[src/rtl/as_pkg.sv]
// Shared opcode encodings and FSM state type for the chunked adder/subtractor.
// Imported by chunked_as; holds no logic.
package as_pkg;

  localparam logic OP_ADD = 1'b0;
  localparam logic OP_SUB = 1'b1;

  typedef enum logic [1:0] {
    IDLE = 2'd0,
    BUSY = 2'd1,
    DONE = 2'd2
  } state_t;

endpackage

[src/rtl/as_chunk.sv]
// CHUNK-bit ripple adder slice, purely combinational (zero latency, no flow control).
// ctop is the carry into the slice's top bit, used for signed overflow on the last chunk.
module as_chunk #(
  parameter int CHUNK = 2
) (
  input  logic [CHUNK-1:0] x,
  input  logic [CHUNK-1:0] y,
  input  logic             cin,
  output logic [CHUNK-1:0] sum,
  output logic             cout,
  output logic             ctop
);

  logic [CHUNK:0] w_full;

  assign w_full = {1'b0, x} + {1'b0, y} + {{CHUNK{1'b0}}, cin};
  assign sum    = w_full[CHUNK-1:0];
  assign cout   = w_full[CHUNK];
  // Sum bit = x ^ y ^ carry-in, so the carry into the top bit falls out directly.
  assign ctop   = w_full[CHUNK-1] ^ x[CHUNK-1] ^ y[CHUNK-1];

endmodule

[src/rtl/chunked_as.sv]
// Multi-cycle WIDTH-bit add/sub, CHUNK bits per cycle; result NCH=WIDTH/CHUNK cycles after accept.
// Accepts only in IDLE; result held in DONE until out_ready. Define AS_SATURATE_EN to clamp on overflow.
module chunked_as
  import as_pkg::*;
#(
  parameter int WIDTH = 8,
  parameter int CHUNK = 2
) (
  input  logic             clk,
  input  logic             rst_n,
  input  logic             in_valid,
  output logic             in_ready,
  input  logic [WIDTH-1:0] a,
  input  logic [WIDTH-1:0] b,
  input  logic             opcode,
  output logic             out_valid,
  input  logic             out_ready,
  output logic [WIDTH-1:0] r,
  output logic             cout,
  output logic             overflow
);

  localparam int NCH = WIDTH / CHUNK;
  localparam int IW  = (NCH > 1) ? $clog2(NCH) : 1;

  generate
    if (WIDTH < 2 || CHUNK < 1 || (WIDTH % CHUNK) != 0) begin : g_bad_params
      $fatal(1, "chunked_as: WIDTH must be >= 2 and a multiple of CHUNK >= 1");
    end
  endgenerate

  state_t           r_state;
  state_t           w_next;
  logic             w_accept;
  logic             w_last;

  logic [WIDTH-1:0] r_a;
  logic [WIDTH-1:0] r_b;
  logic [WIDTH-1:0] r_sum;
  logic             r_carry;
  logic [IW-1:0]    r_idx;
  logic [WIDTH-1:0] r_r;
  logic             r_cout;
  logic             r_ovf;

  logic [CHUNK-1:0] w_xa;
  logic [CHUNK-1:0] w_yb;
  logic [CHUNK-1:0] w_csum;
  logic             w_cout;
  logic             w_ctop;
  logic             w_ovf;
  logic [WIDTH-1:0] w_work;
  logic [WIDTH-1:0] w_rout;

  always_ff @(posedge clk or negedge rst_n) begin
    if (!rst_n) r_state <= IDLE;
    else        r_state <= w_next;
  end

  always_comb begin
    w_next   = r_state;
    w_accept = 1'b0;
    w_last   = 1'b0;
    case (r_state)
      IDLE: begin
        if (in_valid) begin
          w_accept = 1'b1;
          w_next   = BUSY;
        end
      end
      BUSY: begin
        if (r_idx == IW'(NCH - 1)) begin
          w_last = 1'b1;
          w_next = DONE;
        end
      end
      DONE: begin
        if (out_ready) w_next = IDLE;
      end
      default: w_next = IDLE;
    endcase
  end

  assign w_xa = r_a[r_idx*CHUNK +: CHUNK];
  assign w_yb = r_b[r_idx*CHUNK +: CHUNK];

  as_chunk #(.CHUNK(CHUNK)) u_chunk (
    .x    (w_xa),
    .y    (w_yb),
    .cin  (r_carry),
    .sum  (w_csum),
    .cout (w_cout),
    .ctop (w_ctop)
  );

  // Working word with the current slice merged in, so the last chunk can load r directly.
  always_comb begin
    w_work                         = r_sum;
    w_work[r_idx*CHUNK +: CHUNK]   = w_csum;
  end

  assign w_ovf = w_ctop ^ w_cout;

`ifdef AS_SATURATE_EN
  always_comb begin
    w_rout = w_work;
    if (w_ovf) w_rout = r_a[WIDTH-1] ? {1'b1, {(WIDTH-1){1'b0}}} : {1'b0, {(WIDTH-1){1'b1}}};
  end
`else
  assign w_rout = w_work;
`endif

  // Subtract is a + ~b + 1: invert b at accept and seed the carry with the opcode.
  always_ff @(posedge clk or negedge rst_n) begin
    if (!rst_n) begin
      r_a     <= '0;
      r_b     <= '0;
      r_sum   <= '0;
      r_carry <= 1'b0;
      r_idx   <= '0;
      r_r     <= '0;
      r_cout  <= 1'b0;
      r_ovf   <= 1'b0;
    end else if (w_accept) begin
      r_a     <= a;
      r_b     <= b ^ {WIDTH{opcode == OP_SUB}};
      r_carry <= (opcode == OP_SUB);
      r_idx   <= '0;
    end else if (r_state == BUSY) begin
      r_sum   <= w_work;
      r_carry <= w_cout;
      r_idx   <= r_idx + 1'b1;
      if (w_last) begin
        r_r    <= w_rout;
        r_cout <= w_cout;
        r_ovf  <= w_ovf;
      end
    end
  end

  assign in_ready  = (r_state == IDLE);
  assign out_valid = (r_state == DONE);
  assign r         = r_r;
  assign cout      = r_cout;
  assign overflow  = r_ovf;

endmodule

[config.mk]
export PLATFORM = sky130hd
export DESIGN_NAME = chunked_as
export DESIGN_NICKNAME = d
export VERILOG_FILES = /design/src/rtl/as_pkg.sv /design/src/rtl/as_chunk.sv /design/src/rtl/chunked_as.sv
export SDC_FILE = /design/constraint.sdc
export NUM_CORES = 1
export LEC_CHECK = 0
export BUFFER_PORTS_ARGS = -buffer_cell sky130_fd_sc_hd__buf_2
export CAP_MARGIN = 20
export CORE_ASPECT_RATIO = 0.5
export CORE_UTILIZATION = 35
export CTS_CLUSTER_DIAMETER = 50
export CTS_CLUSTER_SIZE = 25
export DETAILED_ROUTE_END_ITERATION = 10
export SETUP_SLACK_MARGIN = 0.1
export SYNTH_ARGS = -nofsm -noshare
export SYNTH_HDL_FRONTEND = slang
export SYNTH_SLANG_ARGS = --single-unit
[constraint.sdc]
create_clock -name clk -period 3.85 [get_ports clk]
set_input_delay 0.1925 -clock clk [delete_from_list [all_inputs] [get_ports clk]]
set_output_delay 0.1925 -clock clk [all_outputs]
set_load 0.005 [all_outputs]
* Word level (Yosys, flattened, before mapping)
Index checks and enable logic that the tools add are counted.
** Word-level totals
- Bits in latches :: 0
- Bits in writable memories :: 0
- Bits in registers :: 39
- Memories :: 0
- Word-level logic and storage cells :: 46
- Bits in read-only memories :: 0
** Cells by class
- Reduce and logical (&&, ||, !) cells :: 5
- Shift-type cells :: 4
- Divide/modulo/power cells :: 0
- Multipliers :: 0
- Equality and inequality tests :: 6
- Add/subtract/negate cells :: 4
- Order comparisons :: 0
- Mux-type cells :: 13
- Bitwise operators :: 5
** Operators by type and width (count)
- negator 3 -> 34 bit :: 1
- variable shift 2 x 34 -> 8 bit (first input constant) :: 1
- indexed part select 2 x 34 -> 8 bit :: 1
- indexed part select 8 x 4 -> 2 bit :: 2
- 2-to-1 mux 2 bit :: 5
- bitwise mux 8 bit :: 1
- bitwise XOR 8 bit :: 1
- 2-to-1 mux 1 bit :: 6
- one-hot mux 2 bit (3 select lines) :: 1
- AND reduction 3 bit :: 2
- == test 2 bit (second input constant) :: 2
- != test 2 bit (second input constant) :: 2
- adder 2 x 2 -> 3 bit :: 1
- adder 3 x 1 -> 3 bit :: 1
- bitwise XOR 1 bit :: 3
- adder 2 x 1 -> 2 bit (second input constant) :: 1
- == test 2 x 1 -> 1 bit (second input constant) :: 1
- logical NOT 2 bit :: 1
- != test 2 x 1 -> 1 bit (second input constant) :: 1
- AND reduction 2 bit :: 1
- nonzero test 2 bit :: 1
- NOT 1 bit :: 1

* Depth between registers and ports, before layout
- Depth after elaboration :: 6
- Depth in mapped cells :: 7
- Depth with buffers taken out :: 6

* Hierarchy
From an unflattened synthesis, not the netlist that was laid out.
** Second synthesis, totals
- Cell total of the unflattened synthesis :: 184
- Area, all modules :: 1874.3 µm²
** By module, submodules not included
- chunked_as :: area an instance 1781.7 µm², sequential area each 925.9 µm², instances 1, cells each 173
- as_chunk :: area an instance 92.6 µm², sequential area each 0.0 µm², instances 1, cells each 11

* Worst setup path before layout
Ideal clock, no wire load.
- Path type :: register to register
- Start :: register r_idx[0]
- End :: register r_ovf, in the netlist overflow
- Data required time :: 3.774 ns
- Period minus slack after synthesis :: 2.714 ns
- Stages on the path, launching flop included :: 8
- Path buffers :: 1
- Slack :: 1.136 ns
- Arrival :: 2.637 ns
- Library setup time :: 0.076 ns
- Path through :: dfrtp_1 -> buf_2 -> mux4_2 -> fa_1 -> fa_1 -> xor2_1 -> xnor3_1 -> o21ai_1
** On the way
- Cells in the longest elaborated chain, start to end :: 6
- Elaborated cells between the ends (all ways) :: 11
- Classes of those cells :: add/sub (2); eq/ne (1); shift (2); mux (2); bitwise (3); reduce/logical (1)
** RTL lines
- from (decl) :: line chunked_as.sv:41 : logic [IW-1:0] r_idx;
- from (signal assigned) :: line chunked_as.sv:132 : r_idx <= r_idx + 1'b1;
- indexed part select 8 x 4 -> 2 bit, on equally long branches :: line chunked_as.sv:84, chunked_as.sv:85
- adder 2 x 2 -> 3 bit :: line as_chunk.sv:16 : assign w_full = {1'b0, x} + {1'b0, y} + {{CHUNK{1'b0}}, cin};
- adder 3 x 1 -> 3 bit :: line as_chunk.sv:16
- bitwise XOR 1 bit (2 in series) :: line as_chunk.sv:20 : assign ctop = w_full[CHUNK-1] ^ x[CHUNK-1] ^ y[CHUNK-1];
- bitwise XOR 1 bit :: line chunked_as.sv:102 : assign w_ovf = w_ctop ^ w_cout;
- to (signal assigned) :: line chunked_as.sv:136 : r_ovf <= w_ovf;
- to (decl) :: line chunked_as.sv:44 : logic r_ovf;
Parallel ways exist; a longest one is shown, timed or not.
A chain may end at the register's enable or synchronous reset.

* Worst setup path in the final report
Same ends and word-level chain as after synthesis.

==> out/qor.csv <==
metric;value;unit
root_buffer;clkbuf_8;
synth_seq_area_share;0.515;
vias;1308;
cp_data_arrival_time;3.20;ns
drive_above_1_share;0.222;
remaining_drc_errors;0;
viasPerCell;4.64;
syn_nets;210;
ant_nets;0;
crit_fanout;15;
wl_per_cell;12.2;microns
synthXorXnorAreaFrac;0.0535;
worst_slew_pin_slew;0.851;ns
die_x;106;microns
avgSynthCellArea;10.5;sq um
row_count;18;
drt-initial-drc-count;39;
finalMaxSlewViolations;0;
crit_path_end_kind;register;
nNetsFinal;241;
critPathKind;register to register;
syn_area;1890;sq um
core_area;5070;sq um
grt_max_degree;40;
rsz0062_at_grt;false;
synth_compound_area_frac;0.0991;
first_pass_iters;4;
hp-class;primary input to asynchronous set/reset pin;
syn_inst;181;
tns;0;ns
ys_ff_latch;39;
hpwl;2490;microns
die_h;54.0;microns
clk_latency;0.29;ns
grt_pass1_wl;5730;microns
min_period;3.01;ns
place.gp.congestion;0.716;
ctsHtreeMaxLevel;2;
irDropWorstVdd;352;uV
slew_headroom;0.432;
leakagePower;1.07;nW
hold_buffers;0;
skew;0.00805;ns
initial_core_util;0.374;
post_cts_buffers;0;
clockBufferDepth;2;
synthAdderAreaFrac;0.0608;
grt_pass1_vias;1241;
cap_violations;0;
rr_startpoint;r_idx[0]$_DFFE_PN0P_;
required;4.04;ns
cts_tree;done;
die_area;5730;sq um
yosysUniqueCellTypes;28;
syn_to_final_growth;15.9;%
yosysWarnings;0;
finalHoldViolations;0;
worstSetupStartpointType;register;
rr_endpoint;overflow$_DFFE_PN0P_;
routed_wl;3440;microns
rr_worst_depth;6;
port_buffers;32;
cts_made_buffers;5;
boundaryPins;33;
fmax;333;MHz
reg2reg_slack;0.84;ns
post-route-util;0.433;
cts_sinks;39;
yosys.area_share.simple;0.172;
path_clk_slew;0.08;ns
globalRouteOverflowTotal;0;
yosys-mux-area-fraction;0.0760;
p_per_area;835;nW/um^2
timing.final.setup_violations;0;
antenna_found_initial;0;
antenna_cells;0;
grt_usage;0.133;
fin_crit_sh;0.781;
synth_top_family_by_area;simple AND/OR/NAND/NOR gates;
cts_resized;0;
outcome;finished, final reports clean;
==> synthesized netlist by cell type <==
master,instances,area [sq um]
nand2_1,50,188
dfrtp_1,39,976
o21ai_0,25,125
xnor2_1,8,70.1
nor2b_1,7,43.8
ha_1,6,75.1
clkbuf_1,5,18.8
a31oi_1,4,25.0
mux4_2,4,90.1
buf_2,3,15.0
inv_1,3,11.3
mux2_2,3,33.8
a41oi_1,2,17.5
and4b_1,2,20.0
fa_1,2,40.0
mux2i_1,2,20.0
nand2b_1,2,12.5
nand3_1,2,10.0
nor2_1,2,7.51
nor3b_1,2,15.0
a22oi_1,1,7.51
nand3b_1,1,7.51
nor3b_2,1,12.5
o21ai_1,1,5.00
o31ai_1,1,7.51
or3b_1,1,8.76
xnor3_1,1,22.5
xor2_1,1,8.76
==> per-layer routing <==
| metal | vias to the layer above | global-route usage | share of wire |
|---|---|---|---|
| met5 | - | 0 | 0 |
| met4 | 0 | 0.0625 | 0.014 |
| met3 | 7 | 0.0339 | 0.031 |
| met2 | 20 | 0.229 | 0.47 |
| met1 | 606 | 0.164 | 0.49 |
| li1 | 675 | - | - |
==> layout make-up <==
type / instances / area [sq um]
multi-input cells: 131 / 873
clock inverters: 1 / 5.00
clock buffers: 6 / 82.6
flip-flops and latches: 39 / 976
fillers: 514 / 2870
repair buffers: 32 / 160
inverters: 3 / 11.3
well taps: 70 / 87.6
==> flip-flops by register name, indices dropped and copies added, names as in the netlist <==
name and cells:
cout 1, r_sum 8, r_b 8, r_carry 1
r_a 8, r_state 2, r_idx 2, r 8
overflow 1
==> kinds of logic (layout without fill, tap and decap cells) <==
family	Yosys count	after routing
AOI/OAI and AO/OA	34	34
xor gates and xnor gates	10	10
adders and majority gates	8	8
and+or+nand+nor	70	70
buffers and inverters	11	42
muxes	9	9
DFF	39	39
==> stage by stage <==
stage / setup WS [ns] / area [sq um] / power (mW) / cells / hold WS (ns)
final: 0.844 / 2200 / 1.83 / 282 / 0.00712
after global routing: 0.671 / 2200 / 2.00 / 282 / 0.0823
after CTS: 0.836 / 2200 / 1.86 / 282 / 0.0498
after detailed placement: 0.858 / 2110 / 1.58 / 275 / 0.364
after global placement: 0.935 / 2110 / 1.56 / 275 / 0.351
after floorplan: 1.14 / 1890 / 1.35 / 181 / -0.103
==> power by group <==
part           switching, mW  internal, mW
registers              0.124         0.571
logic                  0.461         0.406
clock network          0.132         0.140
==> how the worst max path moves through the flow <==
stage / depth (start not counted) / start / slack (ns) / endpoint
after global placement: 6 / r_idx[0]$_DFFE_PN0P_ / 0.93 / overflow$_DFFE_PN0P_
after detailed placement: 6 / r_idx[0]$_DFFE_PN0P_ / 0.86 / overflow$_DFFE_PN0P_
after floorplan: 7 / r_idx[0]$_DFFE_PN0P_ / 1.14 / overflow$_DFFE_PN0P_
after global routing: 6 / r_idx[0]$_DFFE_PN0P_ / 0.67 / overflow$_DFFE_PN0P_
after CTS: 6 / r_idx[0]$_DFFE_PN0P_ / 0.84 / overflow$_DFFE_PN0P_
final: 6 / r_idx[0]$_DFFE_PN0P_ / 0.84 / overflow$_DFFE_PN0P_
==> critical path, stage by stage, from the launching register on <==
cell	delay, ns
dfrtp_1	0.70
mux4_2	0.59
fa_1	0.44
fa_1	0.62
xor2_1	0.19
xnor3_1	0.23
o21ai_1	0.13
==> cells in the final DEF, fill, tap and decap left out, types with 4 or more instances in the layout <==
| master | count |
|---|---|
| ha_1 | 6 |
| xnor2_1 | 8 |
| nand2_1 | 50 |
| o21ai_0 | 25 |
| clkbuf_8 | 6 |
| dfrtp_1 | 39 |
| nor2b_1 | 7 |
| a31oi_1 | 4 |
| mux4_2 | 4 |
| buf_2 | 32 |
(Power assumes the default switching activity.)
